**config.mk**
```make
export PLATFORM = sky130hd
export DESIGN_NAME = fila_escrita_reg
export DESIGN_NICKNAME = d
export VERILOG_FILES = /design/src/rtl/fila_escrita_reg.sv
export SDC_FILE = /design/constraint.sdc
export NUM_CORES = 1
export LEC_CHECK = 0
export BUFFER_PORTS_ARGS = -buffer_cell sky130_fd_sc_hd__buf_2
export CAP_MARGIN = 0
export CORE_MARGIN = 3
export CORE_UTILIZATION = 55
export DETAILED_ROUTE_END_ITERATION = 7
export GPL_TIMING_DRIVEN = 1
export PLACE_DENSITY = 0.85
export SLEW_MARGIN = 20
export SYNTH_ARGS = -nofsm -noshare
export SYNTH_HDL_FRONTEND = slang
export SYNTH_SLANG_ARGS = --single-unit
```
**constraint.sdc**
```tcl
create_clock -name clock -period 11.25 [get_ports clock]
set_input_delay 1.6875 -clock clock [delete_from_list [all_inputs] [get_ports clock]]
set_output_delay 1.6875 -clock clock [all_outputs]
set_load 0.05 [all_outputs]
```
**src/rtl/fila_escrita_reg.sv**
```systemverilog
// Write-back queue feeding the register file write port from the memory and ULA producers,
// with pending-write lookup for decode. Optional output bypass on an empty queue: FILA_ESCRITA_BYPASS_EN.
module fila_escrita_reg #(
  parameter int PROFUNDIDADE  = 4,
  parameter int LARGURA_DADOS = 32,
  parameter int LARGURA_END   = 6
) (
  input  logic                     clock,
  input  logic                     reset_n,
  input  logic                     mem_valido,
  input  logic [LARGURA_END-1:0]   mem_end,
  input  logic [LARGURA_DADOS-1:0] mem_dados,
  output logic                     mem_pronto,
  input  logic                     ula_valido,
  input  logic [LARGURA_END-1:0]   ula_end,
  input  logic [LARGURA_DADOS-1:0] ula_dados,
  output logic                     ula_pronto,
  output logic [LARGURA_END-1:0]   end_escrita,
  output logic [LARGURA_DADOS-1:0] dados_escrita,
  output logic                     EscreveReg,
  input  logic [LARGURA_END-1:0]   end_consulta1,
  input  logic [LARGURA_END-1:0]   end_consulta2,
  output logic                     pendente1,
  output logic                     pendente2,
  output logic [LARGURA_DADOS-1:0] dado_pend1,
  output logic [LARGURA_DADOS-1:0] dado_pend2
);

  localparam int PW = $clog2(PROFUNDIDADE);
  localparam int CW = PW + 1;

  // Handshake: a request transfers at a posedge where valido=1 and pronto=1.
  // pronto depends only on registered count and mem_valido, never on the popped slot.
  logic [CW-1:0]            count_q, count_d;
  logic [PW-1:0]            head_q, head_d, tail_q, tail_d;
  logic [LARGURA_END-1:0]   fila_end_q   [PROFUNDIDADE];
  logic [LARGURA_DADOS-1:0] fila_dados_q [PROFUNDIDADE];
  logic [LARGURA_END-1:0]   end_escrita_q, end_escrita_d;
  logic [LARGURA_DADOS-1:0] dados_escrita_q, dados_escrita_d;
  logic                     escreve_q, escreve_d;

  logic [CW-1:0] livres;
  logic          mem_push, ula_push, pop;
  logic          byp_mem, byp_ula;
  logic          enq_mem, enq_ula;
  logic [CW-1:0] n_enq;
  logic [PW-1:0] slot_ula;

  assign livres     = CW'(PROFUNDIDADE) - count_q;
  assign mem_pronto = reset_n && (livres >= CW'(1));
  assign ula_pronto = reset_n && ((livres >= CW'(2)) || ((livres >= CW'(1)) && !mem_valido));

  // Writes to r0 complete the handshake but never occupy a slot.
  assign mem_push = mem_valido && mem_pronto && (mem_end != '0);
  assign ula_push = ula_valido && ula_pronto && (ula_end != '0);
  assign pop      = (count_q != '0);

`ifdef FILA_ESCRITA_BYPASS_EN
  assign byp_mem = (count_q == '0) && mem_push;
  assign byp_ula = (count_q == '0) && !mem_push && ula_push;
`else
  assign byp_mem = 1'b0;
  assign byp_ula = 1'b0;
`endif

  assign enq_mem  = mem_push && !byp_mem;
  assign enq_ula  = ula_push && !byp_ula;
  assign n_enq    = CW'(enq_mem) + CW'(enq_ula);
  assign slot_ula = enq_mem ? tail_q + PW'(1) : tail_q;

  always_comb begin
    count_d         = count_q + n_enq - CW'(pop);
    head_d          = pop ? head_q + PW'(1) : head_q;
    tail_d          = tail_q + PW'(n_enq);
    escreve_d       = 1'b0;
    end_escrita_d   = end_escrita_q;
    dados_escrita_d = dados_escrita_q;
    if (pop) begin
      escreve_d       = 1'b1;
      end_escrita_d   = fila_end_q[head_q];
      dados_escrita_d = fila_dados_q[head_q];
    end else if (byp_mem) begin
      escreve_d       = 1'b1;
      end_escrita_d   = mem_end;
      dados_escrita_d = mem_dados;
    end else if (byp_ula) begin
      escreve_d       = 1'b1;
      end_escrita_d   = ula_end;
      dados_escrita_d = ula_dados;
    end
  end

  always_ff @(posedge clock) begin
    if (!reset_n) begin
      count_q         <= '0;
      head_q          <= '0;
      tail_q          <= '0;
      escreve_q       <= 1'b0;
      end_escrita_q   <= '0;
      dados_escrita_q <= '0;
    end else begin
      count_q         <= count_d;
      head_q          <= head_d;
      tail_q          <= tail_d;
      escreve_q       <= escreve_d;
      end_escrita_q   <= end_escrita_d;
      dados_escrita_q <= dados_escrita_d;
    end
  end

  // Storage needs no reset: occupancy is tracked by count/head alone.
  always_ff @(posedge clock) begin
    if (reset_n && enq_mem) begin
      fila_end_q[tail_q]   <= mem_end;
      fila_dados_q[tail_q] <= mem_dados;
    end
    if (reset_n && enq_ula) begin
      fila_end_q[slot_ula]   <= ula_end;
      fila_dados_q[slot_ula] <= ula_dados;
    end
  end

  // Output stage is the oldest pending write; later queue slots override it.
  function automatic logic [LARGURA_DADOS:0] consulta(input logic [LARGURA_END-1:0] addr);
    logic                     hit;
    logic [LARGURA_DADOS-1:0] dado;
    logic [PW-1:0]            idx;
    hit  = 1'b0;
    dado = '0;
    if (escreve_q && (end_escrita_q == addr)) begin
      hit  = 1'b1;
      dado = dados_escrita_q;
    end
    for (int i = 0; i < PROFUNDIDADE; i++) begin
      idx = head_q + PW'(i);
      if ((CW'(i) < count_q) && (fila_end_q[idx] == addr)) begin
        hit  = 1'b1;
        dado = fila_dados_q[idx];
      end
    end
    if (addr == '0) begin
      hit  = 1'b0;
      dado = '0;
    end
    return {hit, dado};
  endfunction

  logic [LARGURA_DADOS:0] res1, res2;

  always_comb begin
    res1 = consulta(end_consulta1);
    res2 = consulta(end_consulta2);
  end

  assign pendente1     = res1[LARGURA_DADOS];
  assign dado_pend1    = res1[LARGURA_DADOS-1:0];
  assign pendente2     = res2[LARGURA_DADOS];
  assign dado_pend2    = res2[LARGURA_DADOS-1:0];
  assign end_escrita   = end_escrita_q;
  assign dados_escrita = dados_escrita_q;
  assign EscreveReg    = escreve_q;

endmodule

```
==> metrics.md <==
| Metric | Value |
|---|---|
| F_max | about 140 MHz |
| Placed insts | 1904 |
| Syn Area/Cell | roughly 11 sq um |
| Largest cells by area after synthesis | edfxtp_1 29%, mux2_2 13%, mux4_2 12%, dfxtp_1 6.1%, nand2_1 5.1% |
| Remaining global-route overflow | 0 |
| Die Height | 174.8 microns |
| Num CTS Buffers | 17 |
| Setup bufs post-CTS | 0 |
| Crit share post-route | 63.25% |
| Htree depth | 4 |
| Largest area contributor in the netlist | edfxtp_1 |
| Main synth FF type | edfxtp_1 |
| Number of global-route vias before repair | around 14000 |
| Syn Nets | approximately 1600 |
| Synth warn | 0 |
| Reg2Reg Depth | 11 |
| CP Depth | 11 |
| Final WL | approximately 51000 microns |
| XOR/XNOR Fraction of Synth Area | roughly 3.7% |
| Die X | around 170 microns |
| Router iterations before antenna repair | 8 |
| Initial antenna violation count | 14 |
| CTS Sinks | 200 |
| Crit path DAT | about 5.4 ns |
| Largest net degree at the start of global routing | 75 |
| Largest family of logic cells by synthesized area | multiplexers |
| Port Buffer Count | roughly 200 |
| IO Pins | 199 |
| Mapped Cells | approximately 1400 |
| CTS max path bufs | 2 |
| Post-Synth Simple-Gate Area | 10.02% |
| First-pass GRT wire length | approximately 77000 microns |
| Clk root buf | clkbuf_16 |
| Hold Buf Count CTS | 0 |
| Min Tclk post-route | a little over 7 ns |
| Hold path depth | 2 |
| Share of cells above drive strength 1 | 37.40% |
| Synth top area share | 29.12% |
| Yosys cell types | 54 |
| Post-synthesis adder-cell area fraction | 1.165% |
| Final setup viols | 0 |
| Worst-skew pair later-pin latency | approximately 0.44 ns |
| Max incr delay on CP | 0.89 ns |
| Final net count | between 1500 and 2000 |
| Iteration-0 DRC Markers | 2078 |
| Setup crit start kind | register |
| Multiplexer share of the synthesized area | 28.91% |
| Detail Placement HPWL | 30800 microns |
| Max Fanout on Critical Path | between 60 and 70 |
| Unrepaired setup endpoints after global routing | false |
| Slew margin rel. | 23.67% |
| Vias | 13773 |
| Status | finished with violations |
| Core area | 0.02793 sq mm |
| Routability congestion estimate from global placement | approximately 0.95 |
| Setup TNS | 0 ns |
| Register area share after synthesis | 35.25% |
| Tot GR Track Use | 32.01% |
| Initial Util | 56.11% |
| Synth Area in Compound Gates | ~16% |
| Die ar. | 0.03056 sq mm |
| Asr flop ratio synth | 0% |
| Antenna Nets Post-Route | 0 |
| Number of max-cap violations | 0 |
| Slowest-stage cell, CP | nor3_4 |
| CP Capture Type | primary output |
| Bufs and invs on worst path | 4 |
| Cell Area, Synth | 0.01568 sq mm |
| Rows | 61 |
| DRC | 2 |
| Average wire per standard cell | between 20 and 30 microns |
| Clk slew on worst S/H paths | 0.08 ns |
| Area grow syn2layout | 10.86% |
| Max VDD drop | 167.2 uV |
| Post-Route Skew | 0.01249 ns |
| Crit path top cell by count | buf_4 |
| Worst-margin pin slew | 1.145 ns |
| EDFF count, synth | 152 |
| Delay-heaviest family, CP | buffers and inverters |
| Non-filler cells, final | 1945 |
| Min-Delay Path Class | register to register |
| Leakage Power | 5.989 nW |
| Post-CTS Resized | 0 |
| Worst EP required | 9.56 ns |
| Crit path cell chain | buf_4 -> mux4_2 -> xnor2_1 -> nand4_1 -> nor4_4 -> buf_4 -> nor3_4 -> buf_4 -> a22oi_1 -> a21oi_1 -> buf_2 |
| Synthesized flop and latch total | 200 |
| Violated checks | DRC |
| PD cells | 252.3 mW/mm^2 |
| Final hold vios | 0 |
| Critical path class | register to primary output |
| Via-to-Cell Ratio | 7.081 |
| TritonCTS clock tree | built |
| Final Slew Violations | 0 |
-- worst paths after layout --
path	endpoint	from	slack, ns
hold reg to reg	dados_escrita[19]$_SDFFE_PN0N_	dados_escrita[19]$_SDFFE_PN0N_	0.52
setup reg to reg	fila_dados_q[3][22]$_DFFE_PP_	count_q[0]$_SDFF_PN0_	7.63
setup / recovery	dado_pend2[3]	head_q[1]$_SDFFE_PN0N_	4.13
hold / removal	dados_escrita[19]$_SDFFE_PN0N_	dados_escrita[19]$_SDFFE_PN0N_	0.52
-- where the power goes --
group / switching (W) / internal [W]
registers: 0.000314 / 0.00102
logic: 0.00152 / 0.000920
clock network: 0.000315 / 0.000297
-- worst reg2reg max path: stages (launching register included) --
cell,delay [ns]
dfxtp_1,0.44
inv_1,0.12
ha_1,0.21
ha_2,0.31
nand2b_1,0.07
o31a_1,0.28
o311a_1,0.26
or3_1,0.36
o21ai_0,0.09
and2_2,0.17
a21o_2,0.45
buf_4,0.49
-- final cells by class --
class	count	area [sq um]
fillers	2181	10560
clock inverters	15	153.9
multi-input cells	1091	9528
well taps	378	473.0
clock buffers	17	425.4
inverters	13	48.80
diodes	8	20.02
repair buffers	223	1190
flip-flops and latches	200	5538
-- metrics by stage --
step | hold slack, ns | total power (W) | cell area [sq um] | worst slack [ns] | util, %
final | 0.5209 | 0.004384 | 17380 | 4.135 | 62.21
after global routing | 0.5530 | 0.004565 | 17370 | 4.088 | 62.19
after detailed placement | 0.5061 | 0.003717 | 16760 | 4.616 | 59.99
after global placement | 0.4881 | 0.003651 | 16760 | 4.585 | 59.99
after floorplan | 0.5913 | 0.003114 | 15680 | 4.697 | -
after CTS | 0.5167 | 0.004329 | 17340 | 4.289 | 62.07
-- kinds of logic after synthesis --
logic type,Yosys count
adders and majority gates,14
and+or+nand+nor,365
xor gates and xnor gates,67
muxes,324
buffers and inverters,158
AOI/OAI and AO/OA,321
DFF,200
-- registers in the layout (all words and copies together) (netlist names), named ones only --
register	count
end_escrita	6
fila_dados_q	128
EscreveReg	1
dados_escrita	32
tail_q	2
head_q	2
fila_end_q	24
count_q	3
-- routing by layer --
| layer | global-route usage [%] | share of wire (%) |
|---|---|---|
| met4 | 17.82 | 5.0 |
| met5 | 0 | 0.16 |
| met3 | 7.453 | 13 |
| met2 | 50.78 | 46 |
| met1 | 40.61 | 35 |
-- cell usage after synthesis, types with 38 or more instances --
library cell  number
a21boi_0          38
a21oi_1           67
a221o_1           63
a22oi_1           63
buf_2             46
clkbuf_1          67
dfxtp_1           48
edfxtp_1         152
mux2_2           187
mux2i_1           52
mux4_2            84
nand2_1          212
nor2_1            70
-- cell usage in the layout (no fill, tap or decap), types with 8 or more instances in the layout --
cell,instances
nand2_1,210
buf_2,198
mux2_2,187
edfxtp_1,152
mux4_2,84
nor2_1,69
a21oi_1,66
a22oi_1,63
a221o_1,63
mux2i_1,52
dfxtp_1,44
a21boi_0,38
xnor2_1,36
o21ai_0,34
nand3_1,32
xor2_1,31
a311oi_2,26
buf_4,23
clkbuf_16,17
ha_1,12
inv_1,11
diode_2,8
No activity file was read; power rests on OpenSTA's default activity.
